**src/rtl/midi_transmitter.sv**
```systemverilog
// MIDI OUT serialiser: 8N1, LSB first, idle-high line.
// Bytes are taken on a valid/ready handshake into a small circular FIFO so
// multi-byte messages leave as back-to-back frames with no idle gap.
module midi_transmitter #(
    parameter int CLK_FREQ   = 50_000_000,
    parameter int BAUD       = 31250,
    parameter int FIFO_DEPTH = 4
) (
    input  logic       clk,
    input  logic       reset,
    input  logic [7:0] din,
    input  logic       valid,
    output logic       ready,
    output logic       dout,
    output logic       busy
);
    localparam int CLKS_PER_BIT = CLK_FREQ / BAUD;
    localparam int CNT_W        = (CLKS_PER_BIT > 1) ? $clog2(CLKS_PER_BIT) : 1;
    localparam int PTR_W        = (FIFO_DEPTH > 1) ? $clog2(FIFO_DEPTH) : 1;
    localparam int COUNT_W      = PTR_W + 1;

    localparam logic [CNT_W-1:0]   CNT_LAST   = CNT_W'(CLKS_PER_BIT - 1);
    localparam logic [COUNT_W-1:0] COUNT_FULL = COUNT_W'(FIFO_DEPTH);

    if (CLKS_PER_BIT < 2) begin : g_cpb_check
        $error("midi_transmitter: CLK_FREQ/BAUD must be at least 2");
    end

    if ((FIFO_DEPTH < 2) || ((FIFO_DEPTH & (FIFO_DEPTH - 1)) != 0)) begin : g_depth_check
        $error("midi_transmitter: FIFO_DEPTH must be a power of two >= 2");
    end

    typedef enum logic [1:0] {
        IDLE,
        START,
        DATA,
        STOP
    } state_t;

    logic [7:0]         mem_q [FIFO_DEPTH];
    logic [PTR_W-1:0]   wr_ptr_q;
    logic [PTR_W-1:0]   rd_ptr_q;
    logic [COUNT_W-1:0] count_q;
    logic [COUNT_W-1:0] count_d;
    logic               ready_q;

    state_t             state_q;
    logic [CNT_W-1:0]   baud_q;
    logic [2:0]         bit_idx_q;
    logic [7:0]         shift_q;
    logic               dout_q;
    logic               busy_q;

    logic               push;
    logic               pop;
    logic               load_slot;
    logic               cell_end;

    // ready_q already encodes "not full", so a push can never overflow.
    assign push      = valid && ready_q;
    assign cell_end  = (baud_q == CNT_LAST);
    // The shifter can take a new byte while idle or on the last cycle of a stop cell.
    assign load_slot = (state_q == IDLE) || ((state_q == STOP) && cell_end);
    assign pop       = load_slot && (count_q != '0);

    // Occupancy after this edge; push and pop together leave it unchanged.
    always_comb begin
        count_d = count_q + COUNT_W'(push) - COUNT_W'(pop);
    end

    // FIFO storage holds data only, so it needs no reset.
    always_ff @(posedge clk) begin
        if (push) begin
            mem_q[wr_ptr_q] <= din;
        end
    end

    // FIFO pointers, occupancy and ready; ready tracks the next occupancy so it
    // is exactly !full every cycle without a path from valid.
    always_ff @(posedge clk or negedge reset) begin
        if (!reset) begin
            wr_ptr_q <= '0;
            rd_ptr_q <= '0;
            count_q  <= '0;
            ready_q  <= 1'b0;
        end else begin
            if (push) begin
                wr_ptr_q <= wr_ptr_q + PTR_W'(1);
            end
            if (pop) begin
                rd_ptr_q <= rd_ptr_q + PTR_W'(1);
            end
            count_q <= count_d;
            ready_q <= (count_d != COUNT_FULL);
        end
    end

    // Frame state machine; dout is driven from the state of the previous cycle
    // so every bit cell on the line is exactly CLKS_PER_BIT cycles long.
    always_ff @(posedge clk or negedge reset) begin
        if (!reset) begin
            state_q   <= IDLE;
            baud_q    <= '0;
            bit_idx_q <= '0;
            shift_q   <= '0;
            dout_q    <= 1'b1;
            busy_q    <= 1'b0;
        end else begin
            busy_q <= (state_q != IDLE) || (count_q != '0);
            case (state_q)
                IDLE: begin
                    dout_q <= 1'b1;
                    if (pop) begin
                        shift_q <= mem_q[rd_ptr_q];
                        baud_q  <= '0;
                        state_q <= START;
                    end
                end
                START: begin
                    dout_q <= 1'b0;
                    if (cell_end) begin
                        baud_q    <= '0;
                        bit_idx_q <= '0;
                        state_q   <= DATA;
                    end else begin
                        baud_q <= baud_q + CNT_W'(1);
                    end
                end
                DATA: begin
                    dout_q <= shift_q[bit_idx_q];
                    if (cell_end) begin
                        baud_q <= '0;
                        if (bit_idx_q == 3'd7) begin
                            state_q <= STOP;
                        end else begin
                            bit_idx_q <= bit_idx_q + 3'd1;
                        end
                    end else begin
                        baud_q <= baud_q + CNT_W'(1);
                    end
                end
                STOP: begin
                    dout_q <= 1'b1;
                    if (cell_end) begin
                        baud_q <= '0;
                        if (pop) begin
                            shift_q <= mem_q[rd_ptr_q];
                            state_q <= START;
                        end else begin
                            state_q <= IDLE;
                        end
                    end else begin
                        baud_q <= baud_q + CNT_W'(1);
                    end
                end
                default: begin
                    dout_q  <= 1'b1;
                    baud_q  <= '0;
                    state_q <= IDLE;
                end
            endcase
        end
    end

    assign ready = ready_q;
    assign dout  = dout_q;
    assign busy  = busy_q;

endmodule

```
**config.mk**
```make
export PLATFORM = sky130hd
export DESIGN_NAME = midi_transmitter
export DESIGN_NICKNAME = d
export VERILOG_FILES = /design/src/rtl/midi_transmitter.sv
export SDC_FILE = /design/constraint.sdc
export NUM_CORES = 1
export LEC_CHECK = 0
export ABC_CLOCK_PERIOD_IN_PS = 7470
export CAP_MARGIN = 30
export CORE_MARGIN = 4
export CORE_UTILIZATION = 50
export CTS_CLUSTER_SIZE = 14
export DETAILED_ROUTE_END_ITERATION = 8
export PLACE_DENSITY = 0.68
export SLEW_MARGIN = 20
export SYNTH_ARGS = -nofsm -noshare
export SYNTH_HDL_FRONTEND = slang
export SYNTH_SLANG_ARGS = --single-unit
```
**constraint.sdc**
```tcl
create_clock -name clk -period 7.47 [get_ports clk]
set_input_delay 1.494 -clock clk [delete_from_list [all_inputs] [get_ports clk]]
set_output_delay 1.494 -clock clk [all_outputs]
set_load 0.02 [all_outputs]
```
==> metrics.txt <==
status finished clean; vias per cell 5.84; Hold Crit Endpoint baud_q[10]$_DFFE_PN0N_; mapped cell area roughly 3200 um2; syn nets 277; post-CTS setup buffer count 0; antenna violations before repair 0; flop2flop setup slack 4.55 ns; worst hold start baud_q[10]$_DFFE_PN0N_; crit end category register; P per Cell Area 383 nW/um2; Worst-path clk slew approximately 0.070 ns; largest net degree at the start of global routing 35; RR Endpoint ready$_DFF_PN0_; Vias ~2,000; vias in the first global route 2,025; count of pins over their slew limit 0; crit share post-route between 40% and 50%; Worst EP required between 7 and 8 ns; Final ANT Viol Nets 0; Layout area overhead 12.1%; cell taking the most area after synthesis edfxtp_1; Worst Path Class, Setup input port to register; ranking of synthesized cells by area edfxtp_1 (30%), dfrtp_1 (26%), mux4_2 (7.1%); setup ws final about 4.2 ns; nets 292; Starting Density 52.7%; post-synth top area share between 30% and 40%; Cells after Synth about 250; r2r worst-path depth 13; GRT overflow 0; Resized cells post-CTS 0; Root Driver clkbuf_8; first-pass GRT wire length between 9000 and 10,000 um; sequential area share after synthesis between 50% and 60%; CORE AREA 6060 um2; CP Launch Type input port; Cell Rows 28; Multi-input gate area around 1300 um2; Pleak 1.34 nW; max_cap viols 0; placer congestion estimate roughly 0.8; final wirelength about 5700 um; EDFF count, synth 32; #FFs+latches synth 66; Finish-stage setup viols 0; final HPWL from detailed placement roughly 4000 um; yosys warns 0; H-tree levels 3; CTS Sinks 66; synth cell count leaders dfrtp_1 (33), edfxtp_1 (32), nand2_1 (31); Wirelength per Cell between 15 and 20 um; top-count cell post-synth dfrtp_1; CTS buffer count 9; # diodes 0; worst r2r src baud_q[0]$_DFFE_PN0N_; async set-reset flop share out of synthesis between 50 and 60%; die height roughly 88 um; worst-margin pin slew 0.636 ns; Top Ports 14; distinct cell type count after synthesis 52; Crit path largest cell delay 0.52 ns; crit path launch valid; layout cells sized above 1 around 15%; worst skew pair latency ~0.34 ns; hold path depth 1; Die Area 7730 um2; DRT iter0 DRCs 127; WP data arrival 3.46 ns; Max-slew headroom 57.5%; VDD IR max ~0.00026 V; Tmin final roughly 3.2 ns; Sum Neg Setup Slack 0 ns; DRC Markers 0; fmax approximately 0.31 GHz; pre-CTS setup slack 3.84 ns; skew final ~0.0095 ns; Pwr Total 0.00137 W; hold buffer count at CTS 0; CP cell instances clkdlybuf4s50_1 > nand2_1 > ha_1 > inv_1 > ha_1 > inv_1 > fa_1 > xnor2_1 > xnor2_1 > nand3b_1; length of the first detailed-routing pass in iterations 4; RSZ-0062 raised after global routing no; min-delay worst type register to register; CTS tree built; crit path max fanout 5; Avg Inst Size Synth about 13 um2; CTS max path bufs 2; Port Buffers 13; chip width between 80 and 90 um; Reg area about 1800 um2; # fillers 483; Worst path slowest cell clkdlybuf4s50_1; main flop type after synthesis dfrtp_1; GR Util All Layers between 15 and 20%; Final Hold Violating Endpoints 0
==> layout make-up <==
| cell class | count | share of cell area (%) |
|---|---|---|
| flip-flops and latches | 66 | 50.6 |
| multi-input cells | 161 | 35.6 |
| repair buffers | 14 | 3.84 |
| clock buffers | 9 | 3.46 |
| well taps | 75 | 2.62 |
| clock inverters | 7 | 2.27 |
| inverters | 14 | 1.54 |
==> through the flow <==
step	std cells	util [%]	instance area [um2]	hold slack [ns]
floorplan	251	-	3190	0.467
detailed placement	330	55.7	3370	0.507
global route	346	59.1	3580	0.558
finish	346	59.1	3580	0.530
CTS	346	59.1	3580	0.521
global placement	330	55.7	3370	0.494
==> metal layers <==
metal	vias to the layer above	GRT usage [%]	routed length, um
met4	0	8.37	100
met5	-	0	0
met3	10	3.86	152
met2	32	24.9	2660
li1	987	-	-
met1	993	23.2	2770
==> state kept, by name (all words and copies together) (netlist names), 2 cells and up <==
signal,count
mem_q,32
baud_q,11
shift_q,8
bit_idx_q,3
count_q,3
rd_ptr_q,2
state_q,2
wr_ptr_q,2
==> where the power goes <==
part           total, W  leakage (nW)  internal (W)  switching (W)
clock          0.000312         0.102      0.000160       0.000152
sequential     0.000559         0.697      0.000479      0.0000798
combinational  0.000502         0.542      0.000228       0.000273
==> kinds of logic (layout without fill, tap and decap cells) <==
group                    Yosys count  count (layout)  synth area share, %
AO/OA/AOI/OAI                     60              60                 13.6
adder cells (fa/ha/maj)           15              15                 6.11
AND/OR/NAND/NOR                   70              70                 11.4
buffers and inverters             24              44                 3.29
flip-flops                        66              66                 56.8
XOR/XNOR                           4               4                 1.10
multiplexers                      12              12                 7.76
==> cells in the final DEF (no fill, tap or decap), types with 2 or more instances in the layout <==
cell	n
a21oi_1	7
a41oi_1	2
nand2_1	31
mux4_2	10
nor2_1	7
nor3_1	3
nand2b_1	2
and3_1	5
mux2_2	2
clkdlybuf4s50_1	13
xnor2_1	4
o211ai_1	19
nand3_1	7
nand4_1	2
dfrtp_1	33
or3_1	2
ha_1	14
clkbuf_8	9
o31ai_1	2
a31oi_1	4
inv_6	5
and2_1	2
edfxtp_1	32
inv_1	13
o21ai_0	13
==> worst max path at each step <==
stage,cells past startpoint,slack (ns),to
after global routing,10,4.08,ready$_DFF_PN0_
after floorplan,9,4.49,ready$_DFF_PN0_
after CTS,10,4.22,ready$_DFF_PN0_
after global placement,10,3.91,ready$_DFF_PN0_
after detailed placement,10,3.84,ready$_DFF_PN0_
final,10,4.23,ready$_DFF_PN0_
==> critical path: cells and delay by family <==
kind,cells,cell delay (ns)
fa+ha+maj,3,0.80
buf+inv,3,0.61
simple gates,2,0.22
xor+xnor,2,0.32
Note: power is estimated with default switching activity, not from simulation.
